File: config.mk
export PLATFORM = sky130hd
export DESIGN_NAME = mem_bus_arbiter
export DESIGN_NICKNAME = d
export VERILOG_FILES = /design/src/rtl/mem_bus_arbiter.sv
export SDC_FILE = /design/constraint.sdc
export NUM_CORES = 1
export LEC_CHECK = 0
export CORE_AREA = 2 2 105 107
export DETAILED_ROUTE_END_ITERATION = 12
export DIE_AREA = 0 0 107 109
export GPL_ROUTABILITY_DRIVEN = 0
export PLACE_DENSITY = 0.86
export SLEW_MARGIN = 20
export SYNTH_ARGS = -nofsm -noshare
export SYNTH_HDL_FRONTEND = slang
export SYNTH_SLANG_ARGS = --single-unit
File: constraint.sdc
create_clock -name clk -period 1.57 [get_ports clk]
set_clock_uncertainty 0.15 [all_clocks]
set_input_delay 0.2355 -clock clk [delete_from_list [all_inputs] [get_ports clk]]
set_output_delay 0.2355 -clock clk [all_outputs]
set_load 0.05 [all_outputs]
File: src/rtl/mem_bus_arbiter.sv
`default_nettype none
// ============================================================================
// Module      : mem_bus_arbiter
// Description : Two-client (icache / dcache) cache-line burst arbiter in
//               front of a single-beat memory port. It arbitrates only when
//               idle, breaks ties round-robin, and runs one full
//               LINE_WORDS-beat burst per grant.
// Revision    : 1.0 - initial release
// ============================================================================
module mem_bus_arbiter #(
    parameter int LINE_WORDS = 4,
    parameter int ADDR_W     = 32,
    parameter int DATA_W     = 32
) (
    input  logic              clk,
    input  logic              rst_n,

    // icache refill port
    input  logic              ic_req,
    input  logic [ADDR_W-1:0] ic_addr,
    output logic              ic_gnt,
    output logic              ic_rvalid,
    output logic [DATA_W-1:0] ic_rdata,
    output logic              ic_done,

    // dcache refill / writeback port
    input  logic              dc_req,
    input  logic              dc_we,
    input  logic [ADDR_W-1:0] dc_addr,
    input  logic [DATA_W-1:0] dc_wdata,
    output logic              dc_gnt,
    output logic              dc_rvalid,
    output logic [DATA_W-1:0] dc_rdata,
    output logic              dc_wready,
    output logic              dc_done,

    // memory beat port
    output logic              mem_valid,
    output logic              mem_we,
    output logic [ADDR_W-1:0] mem_addr,
    output logic [DATA_W-1:0] mem_wdata,
    input  logic              mem_ready,
    input  logic [DATA_W-1:0] mem_rdata,

    // status
    output logic              busy
);

    // Beat counter width; a one-bit floor keeps the vector legal for any size.
    localparam int c_BEAT_W = (LINE_WORDS > 1) ? $clog2(LINE_WORDS) : 1;
    // Byte-offset bits inside one line (word index plus 2 byte bits).
    localparam int c_OFS_W  = c_BEAT_W + 2;

    localparam logic [c_BEAT_W-1:0] c_LAST_BEAT  = c_BEAT_W'(LINE_WORDS - 1);
    localparam logic [c_BEAT_W-1:0] c_BEAT_ONE   = c_BEAT_W'(1);
    localparam logic [ADDR_W-1:0]   c_ALIGN_MASK = {ADDR_W{1'b1}} << c_OFS_W;

    // FSM encoding; the XFER state also identifies the bus owner.
    localparam logic [1:0] c_S_IDLE    = 2'd0;
    localparam logic [1:0] c_S_IC_XFER = 2'd1;
    localparam logic [1:0] c_S_DC_XFER = 2'd2;

    logic [1:0]          r_state;
    logic [ADDR_W-1:0]   r_base;
    logic                r_we;
    logic [c_BEAT_W-1:0] r_beat;
    logic                r_last_dc;     // 1 = dcache owned the last burst
    logic                r_gnt_first;   // high only in the first XFER cycle

    logic                w_idle;
    logic                w_busy;
    logic                w_ic_own;
    logic                w_dc_own;
    logic                w_arb;
    logic                w_pick_dc;
    logic [ADDR_W-1:0]   w_req_addr;
    logic                w_beat_hs;
    logic                w_last_hs;
    logic [ADDR_W-1:0]   w_beat_ofs;

    assign w_idle   = (r_state == c_S_IDLE);
    assign w_busy   = ~w_idle;
    assign w_ic_own = (r_state == c_S_IC_XFER);
    assign w_dc_own = (r_state == c_S_DC_XFER);

    // Arbitration: a lone requester wins; on a tie the client that did not
    // own the previous burst wins (r_last_dc resets to icache, so dcache
    // takes the first tie).
    assign w_arb      = w_idle & (ic_req | dc_req);
    assign w_pick_dc  = dc_req & (~ic_req | ~r_last_dc);
    assign w_req_addr = (w_pick_dc ? dc_addr : ic_addr) & c_ALIGN_MASK;

    // Every XFER cycle presents a beat, so a handshake is just mem_ready.
    assign w_beat_hs  = w_busy & mem_ready;
    assign w_last_hs  = w_beat_hs & (r_beat == c_LAST_BEAT);
    assign w_beat_ofs = ADDR_W'(r_beat) << 2;

    // Burst sequencer: arbitration in IDLE, beat counting and completion in XFER.
    always_ff @(posedge clk or negedge rst_n) begin
        if (!rst_n) begin
            r_state     <= c_S_IDLE;
            r_base      <= '0;
            r_we        <= 1'b0;
            r_beat      <= '0;
            r_last_dc   <= 1'b0;
            r_gnt_first <= 1'b0;
        end else begin
            r_gnt_first <= 1'b0;
            case (r_state)
                c_S_IDLE: begin
                    if (w_arb) begin
                        r_state     <= w_pick_dc ? c_S_DC_XFER : c_S_IC_XFER;
                        r_base      <= w_req_addr;
                        r_we        <= w_pick_dc & dc_we;
                        r_beat      <= '0;
                        r_gnt_first <= 1'b1;
                    end
                end
                c_S_IC_XFER, c_S_DC_XFER: begin
                    // Requests and addresses are ignored here; the burst
                    // always runs to its last beat.
                    if (w_beat_hs) begin
                        r_beat <= r_beat + c_BEAT_ONE;
                        if (w_last_hs) begin
                            r_state   <= c_S_IDLE;
                            r_we      <= 1'b0;
                            r_last_dc <= w_dc_own;
                        end
                    end
                end
                default: begin
                    r_state <= c_S_IDLE;
                end
            endcase
        end
    end

    // Grant pulses come straight from the first-cycle flag.
    assign ic_gnt    = r_gnt_first & w_ic_own;
    assign dc_gnt    = r_gnt_first & w_dc_own;

    // Memory request side; everything is zero outside a burst so that reset
    // (which forces IDLE) clears the port immediately.
    assign mem_valid = w_busy;
    assign mem_we    = w_busy & r_we;
    assign mem_addr  = w_busy ? (r_base + w_beat_ofs) : '0;
    assign mem_wdata = (w_dc_own & r_we) ? dc_wdata : '0;

    // Read return is combinational and steered only to the owner.
    assign ic_rvalid = w_ic_own & mem_ready;
    assign ic_rdata  = ic_rvalid ? mem_rdata : '0;
    assign dc_rvalid = w_dc_own & ~r_we & mem_ready;
    assign dc_rdata  = dc_rvalid ? mem_rdata : '0;

    // Write-beat acceptance tells the dcache to advance to its next word.
    assign dc_wready = w_dc_own & r_we & mem_ready;

    // Completion fires with the final handshake, same cycle.
    assign ic_done   = w_ic_own & w_last_hs;
    assign dc_done   = w_dc_own & w_last_hs;

    assign busy      = w_busy;

endmodule
`default_nettype wire

## Word-level counts from Yosys, hierarchy flattened

Index checks and enable logic that the tools add are counted.

| cells by class | value |
|---|---|
| add/sub/neg operators | 2 |
| equality and inequality tests | 6 |
| muxes and demuxes | 19 |
| bitwise gates (word level) | 21 |
| reduce and logical (&&, ||, !) cells | 8 |

Operator list:

| operator | count |
|---|---|
| $mux W32 | 5 |
| $add A32 B4 Y32 | 1 |
| $and A1 B1 Y1 | 15 |
| $mux W2 | 6 |
| $reduce_and A3 Y1 | 3 |
| $pmux W2 S2 | 2 |
| $mux W1 | 5 |
| $eq A2 B2 Y1 const B | 2 |
| $ne A2 B2 Y1 const B | 2 |
| $not A1 Y1 | 4 |
| $reduce_and A4 Y1 | 1 |
| $add A2 B1 Y2 const B | 1 |
| $eq A2 B1 Y1 const B | 1 |
| $logic_not A2 Y1 | 1 |
| $ne A2 B1 Y1 const B | 1 |
| $or A1 B1 Y1 | 2 |
| $pmux W1 S2 | 1 |
| $reduce_and A2 Y1 | 1 |
| $reduce_bool A2 Y1 | 1 |
| $reduce_or A2 Y1 | 1 |

| word-level totals | value |
|---|---|
| bits in registers | 35 |
| input bits | 134 |
| output and inout bits | 138 |
| word-level logic and storage cells | 62 |

## Logic depth before layout (Yosys ltp)

Gate-level depths: netlist of the first run.

| depth | value |
|---|---|
| word-level depth | 7 |
| mapped depth | 7 |
| mapped depth without buffers | 6 |

## Worst setup path before layout of the first run

Ideal clock, no wire load.

| path | value |
|---|---|
| kind | reg-to-output |
| start | reg r_state[0] |
| end | out dc_rdata[11] |
| arrival time | 1768 ps |
| required time | 1184 ps |
| path slack | -584 ps |
| cell stages (with the launch flop) | 7 |
| buffers on the path | 2 |
| path through | dfrtp_1 -> inv_1 -> ha_1 -> clkbuf_2 -> and3b_1 -> buf_2 -> and2_1 |

| between the ends | value |
|---|---|
| longest elaborated chain between the ends | 4 |

RTL lines:

| what | RTL line | RTL |
|---|---|---|
| start: declaration | 63 | `logic [1:0] r_state;` |
| start signal: assignment | 101 | `r_state <= c_S_IDLE;` |
| start signal: assignment | 112 | `r_state <= w_pick_dc ? c_S_DC_XFER : c_S_IC_XFER;` |
| start signal: assignment | 125 | `r_state <= c_S_IDLE;` |
| $eq A2 B2 Y1 | 84 | `assign w_dc_own = (r_state == c_S_DC_XFER);` |
| net w_dc_own | 73 | `logic w_dc_own;` |
| $and A1 B1 Y1 (2 in series) | 152 | `assign dc_rvalid = w_dc_own & ~r_we & mem_ready;` |
| net dc_rvalid | 32 | `output logic dc_rvalid,` |
| $mux W32 | 153 | `assign dc_rdata = dc_rvalid ? mem_rdata : '0;` |
| end: declaration | 33 | `output logic [DATA_W-1:0] dc_rdata,` |

The timed path passes the listed nets, and every way through them passes these cells.

## Worst setup path after layout of the first run

| path | value |
|---|---|
| start | reg r_state[0] |
| end | out ic_done |

| between the ends | value |
|---|---|
| longest elaborated chain between the ends | 5 |
| elaborated cells between the ends (all ways) | 6 |
| classes of those cells | eq/ne (1); bitwise (4); reduce/logical (1) |

RTL lines:

| what | RTL line | RTL |
|---|---|---|
| $logic_not A2 Y1 | 81 | `assign w_idle = (r_state == c_S_IDLE);` |
| $not A1 Y1 | 82 | `assign w_busy = ~w_idle;` |
| $and A1 B1 Y1 | 94 | `assign w_beat_hs = w_busy & mem_ready;` |
| $and A1 B1 Y1 | 95 | `assign w_last_hs = w_beat_hs & (r_beat == c_LAST_BEAT);` |
| $and A1 B1 Y1 * | 159 | `assign ic_done = w_ic_own & w_last_hs;` |
| end: declaration | 24 | `output logic ic_done,` |

Mark *: on every way between the ends. The rest lies on a longest branch, timed or not.

==> impl_results.md, run 1 <==
- Synth unique cells: 30
- Worst-path clk slew: 0.07 ns
- Final Hold Vio Count: 0
- Crit path required time: 1.18 ns
- Worst Setup End Kind: output pin
- Worst hold-check path type: input pin to flop
- Unrepaired setup endpoints after global routing: true
- VDD IR max: 1.558 mV
- CTS sink count: 35
- Synth Instances: 352
- Status: finished, violations left
- CTS root buf: clkbuf_8
- Skew-Pair Late Insertion Delay: 0.28 ns
- Hold depth: 3
- Worst path arrival time: 1.68 ns
- Seq/Total Area, Yosys: 33.30%
- Antenna Violating Nets Remaining: 0
- Port Buf Inserts: 261
- Mean routed wirelength per cell: 22.07 um
- Antenna diodes: 0
- Routed WL: 17220 um
- I/O pins: 272
- Final core occ: 75.78%
- PD cells: 1719 nW/um^2
- FF-to-FF path depth: 8
- Iteration-0 DRC Markers: 232
- Slew Limit Fails: 0
- Fill cells: 634
- Die width: 107 um
- Die height: 109 um
- Final setup viols: 171
- Setup tns final: -65.24 ns
- Yosys warns: 0
- Layout cell share with drive strength beyond 1: 58.75%
- Number of global-route vias before repair: 4218
- Maximum buffer depth of the clock tree: 2
- Std cell rows: 38
- Global-route wire length before repair: 24310 um
- Initial Utilization: 24.81%
- Vias/cell: 5.000
- DRT Pass-1 Iters: 4
- Cell Count, Final, Fillers Out: 780
- CTS tree: built
- Commonest non-fill, non-tap cell in the layout: clkdlybuf4s50_1
- Core ar.: 10600 um^2
- Largest net degree at the start of global routing: 37
- Syn avg cell area: 7.472 um^2
- Synthesis-stage register bit count: 35
- CP startpoint kind: flop
- Crit path kind: flop to output pin
- GRT Total Usage: 27.76%
- Routed vias: 3900
- Most frequent cells in the layout: clkdlybuf4s50_1, buf_12, and3_4
- Crit Path Max Fanout: 7
- DRC: 0
- Leakage power: 0.003388 uW
- Placed insts: 746
- H-Tree Depth: 2
- Detail Placement HPWL: 11290 um
- Final period utilization: 131.7%
- Die Area: 11660 um^2
- Max_cap viols: 0
- Area grow syn2layout: 205.5%
- Initial antenna violation count: 1
- Total global routing overflow: 0
- Mapped cell area: 2630 um^2
- Worst Slack Setup Final: -0.4973 ns
- Total CTS buffers: 5
- F_max: 483.7 MHz
- Min Tclk post-route: 2.067 ns
- Power Total: 13810 uW
- Failing checks: setup timing
- Final #Nets: 779
[path summary, 6_finish.rpt]
path | start | end | slack [ns]
max in group asynchronous | rst_n | r_gnt_first | 0.53
hold reg to reg | r_base[15] | r_base[15] | 0.39
setup / recovery | r_state[0] | ic_done | -0.50
hold / removal | ic_addr[16] | r_base[16] | 0.34
setup reg to reg | r_state[0] | r_last_dc | -0.44
min in group asynchronous | rst_n | r_base[23] | 0.41
[cell type report]
type / instances / area, um^2 / area share [%]
clock buffers: 5 / 68.82 / 0.8564
repair buffers: 317 / 4504 / 56.06
clock inverters: 1 / 7.507 / 0.09343
well taps: 140 / 175.2 / 2.180
flip-flops and latches: 35 / 875.8 / 10.90
multi-input cells: 277 / 2367 / 29.46
inverters: 5 / 36.28 / 0.4516
[cells in the mapped netlist]
library cell / count / area share [%]
a21bo_1: 1 / 0.38
a21boi_2: 1 / 0.43
a21oi_1: 57 / 11
a22oi_1: 1 / 0.29
a311oi_1: 1 / 0.33
a32o_1: 2 / 0.76
and2_1: 37 / 8.8
and3_1: 65 / 15
and3b_1: 2 / 0.67
buf_2: 11 / 2.1
buf_4: 7 / 2.0
clkbuf_1: 17 / 2.4
clkbuf_2: 1 / 0.19
conb_1: 1 / 0.14
dfrtp_1: 35 / 33
ha_1: 4 / 1.9
inv_1: 4 / 0.57
inv_2: 1 / 0.14
mux2_2: 1 / 0.43
mux2i_1: 1 / 0.38
nand2_1: 30 / 4.3
nand2b_1: 1 / 0.24
nand3_1: 4 / 0.76
nand3b_1: 1 / 0.29
nand4_1: 1 / 0.24
nor2_1: 30 / 4.3
nor2b_1: 32 / 7.6
o21ai_0: 1 / 0.19
o21ai_2: 1 / 0.33
o22ai_1: 1 / 0.24
[stage by stage]
step / setup slack (ns) / hold slack (ns) / instance area (um^2)
4_1_cts: -0.4659 / 0.3312 / 7855
3_5_place_dp: -0.3140 / 0.1531 / 7107
2_1_floorplan: -0.2138 / -0.2101 / 3342
3_3_place_gp: -0.2544 / 0.1450 / 7107
5_1_grt: -0.5521 / 0.3485 / 8035
6_report: -0.4973 / 0.3363 / 8035
[kinds of logic (layout without fill, tap and decap cells)]
family | Yosys count | after routing | synth area share [%]
muxes | 2 | 2 | 0.8087
other | 1 | 2 | 0.1426
AOI/OAI and AO/OA | 66 | 66 | 13.80
and+or+nand+nor | 203 | 203 | 42.63
DFF | 35 | 35 | 33.30
adders and majority gates | 4 | 4 | 1.903
buffers and inverters | 41 | 328 | 7.421
[routing by layer]
| layer | routed length [um] | GRT usage (%) |
|---|---|---|
| met5 | 16 | 0 |
| met4 | 489 | 11.13 |
| met3 | 1478 | 8.607 |
| met2 | 9366 | 53.14 |
| met1 | 5865 | 27.91 |
[worst max-delay path, stage by stage, from the launching register on]
cell     delay [ns]
dfrtp_1        0.39
inv_2          0.09
buf_4          0.12
ha_4           0.22
and3b_2        0.27
and2_4         0.18
buf_12         0.14
[state kept, by name, summed over array words and instances (netlist names)]
| name | cells |
|---|---|
| r_state | 2 |
| r_base | 28 |
| r_gnt_first | 1 |
| r_last_dc | 1 |
| r_we | 1 |
| r_beat | 2 |
[power by group]
part           switching (uW)  total [uW]  internal (uW)
sequential                297        1630           1330
combinational            6130       11600           5430
clock                     320         615            295
total                    6750       13800           7060
[what timing repair did]
action                                  in CTS  in global routing
hold buffers                                 1                  0
endpoints found under the hold margin       35                  0
gates resized for setup                     94                 61
buffers inserted                            12                 12
cloned                                      10                  2
endpoints found under the setup margin     147                171
pin swaps                                   14                  6
Note: power is estimated with default switching activity, not from simulation.
==> inputs of run 2 (changes only) <==
PLACE_DENSITY = 0.74   (was 0.86)
==> run 2 against run 1 <==
Effect of this change: the run still ends with setup timing left; final area increased by 8.4%; clock power rose by 19%; critical path depth unchanged; global-route usage is 0.69 points lower; sequential power is 9% higher; sequential share of layout area shrank 0.85 points; setup slack worse by 0.0069 ns; first-iteration DRC count shrank 20%; final cell count up 2.2%; sequential cell count unchanged; largest cell class unchanged.
==> impl_results.md, run 2 (synthesized netlist as in run 1, its figures left out) <==
- GRT Total Usage: 27.07%
- Final Hold Vio Count: 0
- Reg with most FFs: r_base
- Max incr delay on CP: 0.44 ns
- Final #Nets: 792
- Total global routing overflow: 0
- H-Tree Depth: 2
- CP max stage cell: dfrtp_1
- Global-route wire length before repair: 24230 um
- Slew Limit Fails: 0
- Status: finished, violations left
- Final core occ: 82.18%
- Final period utilization: 132.1%
- Layout cell share with drive strength beyond 1: 65.19%
- Die width: 107 um
- Fill cells: 538
- I/O pins: 272
- Unrepaired setup endpoints after global routing: true
- Regs by FF count: r_base x28, r_beat x2, r_state x2
- Bufs and invs on worst path: 4
- Routed vias: 3893
- Core ar.: 10600 um^2
- VDD IR max: 2.046 mV
- Min Tclk post-route: 2.074 ns
- Worst-path clk slew: 0.07 ns
- Placed instance area: 7214 um^2
- Crit Path Max Fanout: 4
- CTS root buf: clkbuf_8
- Delay-heaviest family, CP: buffers and inverters
- PD cells: 1764 nW/um^2
- Routed WL: 17380 um
- DRT Pass-1 Iters: 4
- Crit-path cells: inv_2 > ha_4 > buf_6 > clkbuf_16 > and3_4 > buf_12
- Initial antenna violation count: 1
- Total CTS buffers: 5
- Detail Placement HPWL: 11260 um
- Crit path kind: flop to output pin
- Reg2reg start: r_state[0]
- Maximum buffer depth of the clock tree: 2
- Die height: 109 um
- Design area: 8713 um^2
- Worst Slack Setup Final: -0.5042 ns
- Area grow syn2layout: 231.3%
- Number of global-route vias before repair: 4113
- Max_cap viols: 0
- Initial Utilization: 24.81%
- CTS tree: built
- Final setup viols: 171
- Iteration-0 DRC Markers: 186
- Antenna Violating Nets Remaining: 0
- Crit path required time: 1.18 ns
- Reg-to-reg setup timing slack: -0.44 ns
- Skew-Pair Late Insertion Delay: 0.28 ns
- Port Buf Inserts: 261
- DRC: 0
- F_max: 482.1 MHz
- FF-to-FF path depth: 11
- Max reg flops: 28
- Worst Setup End Kind: output pin
- Worst r2r dst: r_base[11]
- Commonest non-fill, non-tap cell in the layout: buf_12
- CTS sink count: 35
- Largest net degree at the start of global routing: 37
- Failing checks: setup timing
- Die Area: 11660 um^2
- Worst hold-check path type: input pin to asynchronous set/reset pin
- Most frequent cells in the layout: buf_12, clkdlybuf4s50_1, and3_4
- Std cell rows: 38
- Worst path arrival time: 1.69 ns
- Power Total: 15370 uW
- Vias/cell: 4.885
- Mean routed wirelength per cell: 21.81 um
- Leakage power: 0.003579 uW
- CP startpoint kind: flop
[run 2: worst min-delay path, delay by kind of cell]
kind / cells / cell delay [ns]
buf+inv: 3 / 0.85
[run 2: worst max path at each step]
stage                     depth (start not counted)  startpoint           end  slack [ns]
after global routing                              6  r_state[1]  ic_rdata[11]       -0.54
after detailed placement                          5   mem_ready  dc_rdata[26]       -0.29
after CTS                                         6  r_state[0]  mem_wdata[6]       -0.46
after floorplan                                   6  r_state[0]  dc_rdata[11]       -0.21
after global placement                            5   mem_ready  dc_rdata[26]       -0.26
final                                             6  r_state[1]  ic_rdata[11]       -0.50
[run 2: timing repair]
item / in CTS / in global routing
gates cloned: 8 / 4
hold endpoints to repair: 35 / 0
buffers inserted: 16 / 9
setup endpoints to repair: 170 / 171
pin swaps: 11 / 19
gates resized for setup: 134 / 84
hold buffers: 1 / 0
[run 2: through the flow]
| step | instances | TNS [ns] | hold WS [ns] | setup slack (ns) |
|---|---|---|---|---|
| 6_report | 797 | -70.27 | 0.2920 | -0.5042 |
| 3_3_place_gp | 752 | -21.12 | 0.06416 | -0.2630 |
| 4_1_cts | 785 | -64.45 | 0.2980 | -0.4608 |
| 2_1_floorplan | 353 | -13.88 | -0.2101 | -0.2138 |
| 3_5_place_dp | 752 | -24.58 | 0.06849 | -0.2869 |
| 5_1_grt | 795 | -78.88 | 0.3125 | -0.5383 |
[run 2: cell type report]
type | count | area [um^2] | share of cell area (%)
tap | 140 | 175.2 | 2.010
timing repair buffer | 330 | 4826 | 55.38
multi-input combinational | 277 | 2695 | 30.93
inverter | 5 | 36.28 | 0.4164
sequential | 35 | 875.8 | 10.05
antenna | 2 | 5.005 | 0.05744
clock buffer | 8 | 100.1 | 1.149
[run 2: layer usage]
metal  up-vias  global-route usage (%)  wire [um]
li1       1788                       -          -
met1      1905                   28.51       6111
met2       179                   52.18       9582
met3        21                   8.129       1357
met4         0                   7.236        329
met5         -                       0          0
[run 2: where the power goes]
part / leakage [uW] / total, uW / internal, uW / switching (uW)
registers: 0.000409 / 1780 / 1340 / 448
logic: 0.00312 / 12900 / 6390 / 6470
clock network: 0.0000515 / 731 / 401 / 330
==> inputs of run 3 (changes only) <==
DONT_BUFFER_PORTS = 1   (was not set)
PLACE_DENSITY = not set   (was 0.74)
==> run 3 against run 2 <==
Effect of this change: the flow still finishes with violations (setup timing); clock-buffer cell count down 2; fmax grew 2.8%; via count shrank 16%; sequential share of layout area is 3.9 points higher; critical path depth did not move; sequential cell count is the same; global-route usage decreased by 4.6 points; register-to-register slack gained 0.07 ns; total power shrank 7.0%; utilization fell by 23 points; final area fell by 28%.
==> impl_results.md, run 3 (synthesized netlist as in run 1, its figures left out) <==
- Delay-heaviest family, CP: simple AND/OR/NAND/NOR gates
- Regs by FF count: r_base x28, r_beat x2, r_state x2
- Port Buf Inserts: 0
- CTS sink count: 35
- Area grow syn2layout: 138.8%
- Slew Limit Fails: 0
- Worst path arrival time: 1.63 ns
- Die height: 109 um
- Final setup viols: 171
- Largest net degree at the start of global routing: 40
- Crit path kind: flop to output pin
- Max_cap viols: 0
- Comb pwr share: 82.7%
- DRT Pass-1 Iters: 4
- Final Hold Vio Count: 0
- Cell Count, Final, Fillers Out: 627
- Total global routing overflow: 0
- Total CTS buffers: 5
- Number of global-route vias before repair: 3491
- Antenna Violating Nets Remaining: 0
- Max incr delay on CP: 0.39 ns
- Antenna diodes: 0
- CP max stage cell: dfrtp_1
- Crit-path cells: inv_2 > ha_4 > and3b_2 > buf_12 > clkbuf_16 > and2_4
- Design area: 6280 um^2
- Die Area: 11660 um^2
- Sequential power share: 12.6%
- Initial Utilization: 24.81%
- Std cell rows: 38
- Unrepaired setup endpoints after global routing: true
- Bufs and invs on worst path: 3
- Min Tclk post-route: 2.017 ns
- GRT Total Usage: 22.47%
- Skew-Pair Late Insertion Delay: 0.27 ns
- Core ar.: 10600 um^2
- I/O pins: 272
- Placed insts: 532
- CTS tree: built
- Worst Slack Setup Final: -0.4469 ns
- Routed vias: 3274
- Crit path required time: 1.18 ns
- Leakage power: 0.002587 uW
- Final core occ: 59.23%
- CP startpoint kind: flop
- Layout cell share with drive strength beyond 1: 66.94%
- Worst-path clk slew: 0.07 ns
- Placed instance area: 4554 um^2
- Crit Path Max Fanout: 7
- P_sw: 6946 uW
- H-Tree Depth: 2
- Worst hold-check path type: input pin to flop
- DRC: 0
- Most frequent cells in the layout: buf_12, and3_4, dlygate4sd3_1
- Clock power share: 4.7%
- PD cells: 2276 nW/um^2
- Max reg flops: 28
- Mean routed wirelength per cell: 22.74 um
- Worst Setup End Kind: output pin
- Hold_ws: 0.01605 ns
- Vias/cell: 5.222
- F_max: 495.8 MHz
- Routed WL: 14260 um
- Global-route wire length before repair: 19910 um
- CTS root buf: clkbuf_8
- Maximum buffer depth of the clock tree: 2
- Power Internal: 7350 uW
- Final period utilization: 128.5%
- VDD IR max: 1.646 mV
- Failing checks: setup timing
- Fill cells: 815
- Detail Placement HPWL: 8212 um
- Commonest non-fill, non-tap cell in the layout: buf_12
- Iteration-0 DRC Markers: 181
- Die width: 107 um
- Sw frac: 48.59%
- Initial antenna violation count: 0
- Status: finished, violations left
- Reg with most FFs: r_base
- Final #Nets: 625
-- run 3: final timing paths --
check / startpoint / to / slack, ns / cells past startpoint
worst min-delay path: dc_addr[8] / r_base[8] / 0.02 / 2
worst max-delay path: r_state[0] / dc_rdata[4] / -0.45 / 6
min in group asynchronous: rst_n / r_base[18] / 0.29 / 2
worst min register to register: r_base[30] / r_base[30] / 0.39 / 2
worst max register to register: r_state[0] / r_base[23] / -0.37 / 11
max in group asynchronous: rst_n / r_beat[0] / 0.79 / 2
-- run 3: timing repair --
| item | CTS | global route |
|---|---|---|
| gates cloned | 11 | 5 |
| setup endpoints to repair | 169 | 171 |
| gates resized for setup | 117 | 52 |
| endpoints found under the hold margin | 65 | 2 |
| buffers inserted | 23 | 9 |
| hold buffers | 49 | 2 |
| pin swaps | 67 | 20 |
-- run 3: final cells by class --
| class | instances | area, um^2 | area share [%] |
|---|---|---|---|
| tap | 140 | 175.2 | 2.789 |
| inverter | 5 | 37.54 | 0.5977 |
| clock inverter | 1 | 5.005 | 0.07970 |
| clock buffer | 6 | 82.58 | 1.315 |
| sequential | 35 | 875.8 | 13.95 |
| multi-input combinational | 277 | 2608 | 41.52 |
| timing repair buffer | 163 | 2496 | 39.75 |
-- run 3: layer usage --
layer	vias to the layer above	part of all wire [%]	routed length, um	global-route usage (%)
met1	1605	34	4853	23.87
met3	22	7.5	1073	6.097
met2	197	56	8004	42.45
met4	0	2.3	324	8.256
met5	-	0	0	0
li1	1450	-	-	-
-- run 3: power by group through the flow --
| stage | registers, uW | logic (uW) | clock network, uW |
|---|---|---|---|
| 4_1_cts | 1710 | 11500 | 679 |
| 6_report | 1800 | 11800 | 670 |
| 3_3_place_gp | 1560 | 8930 | 0 |
| 5_1_grt | 1850 | 12300 | 709 |
| 3_5_place_dp | 1590 | 9040 | 0 |
| 2_1_floorplan | 1530 | 5980 | 0 |
-- run 3: worst reg2reg max path, cell delays in order (launching register included) --
cell and delay [ns]:
dfrtp_1 0.36, inv_2 0.06, buf_4 0.14, ha_4 0.17, buf_12 0.16, buf_8 0.13, o21ai_4 0.12, inv_4 0.11
buf_12 0.15, buf_16 0.15, nor2_4 0.10, a21oi_2 0.04
-- run 3: per-stage QoR --
| step | setup TNS (ns) | total power [uW] | setup slack, ns |
|---|---|---|---|
| after floorplan | -13.88 | 7518 | -0.2138 |
| after global placement | -11.32 | 10480 | -0.1662 |
| after detailed placement | -16.19 | 10630 | -0.2177 |
| after CTS | -61.75 | 13880 | -0.4531 |
| after global routing | -69.58 | 14850 | -0.5091 |
| final | -59.73 | 14300 | -0.4469 |
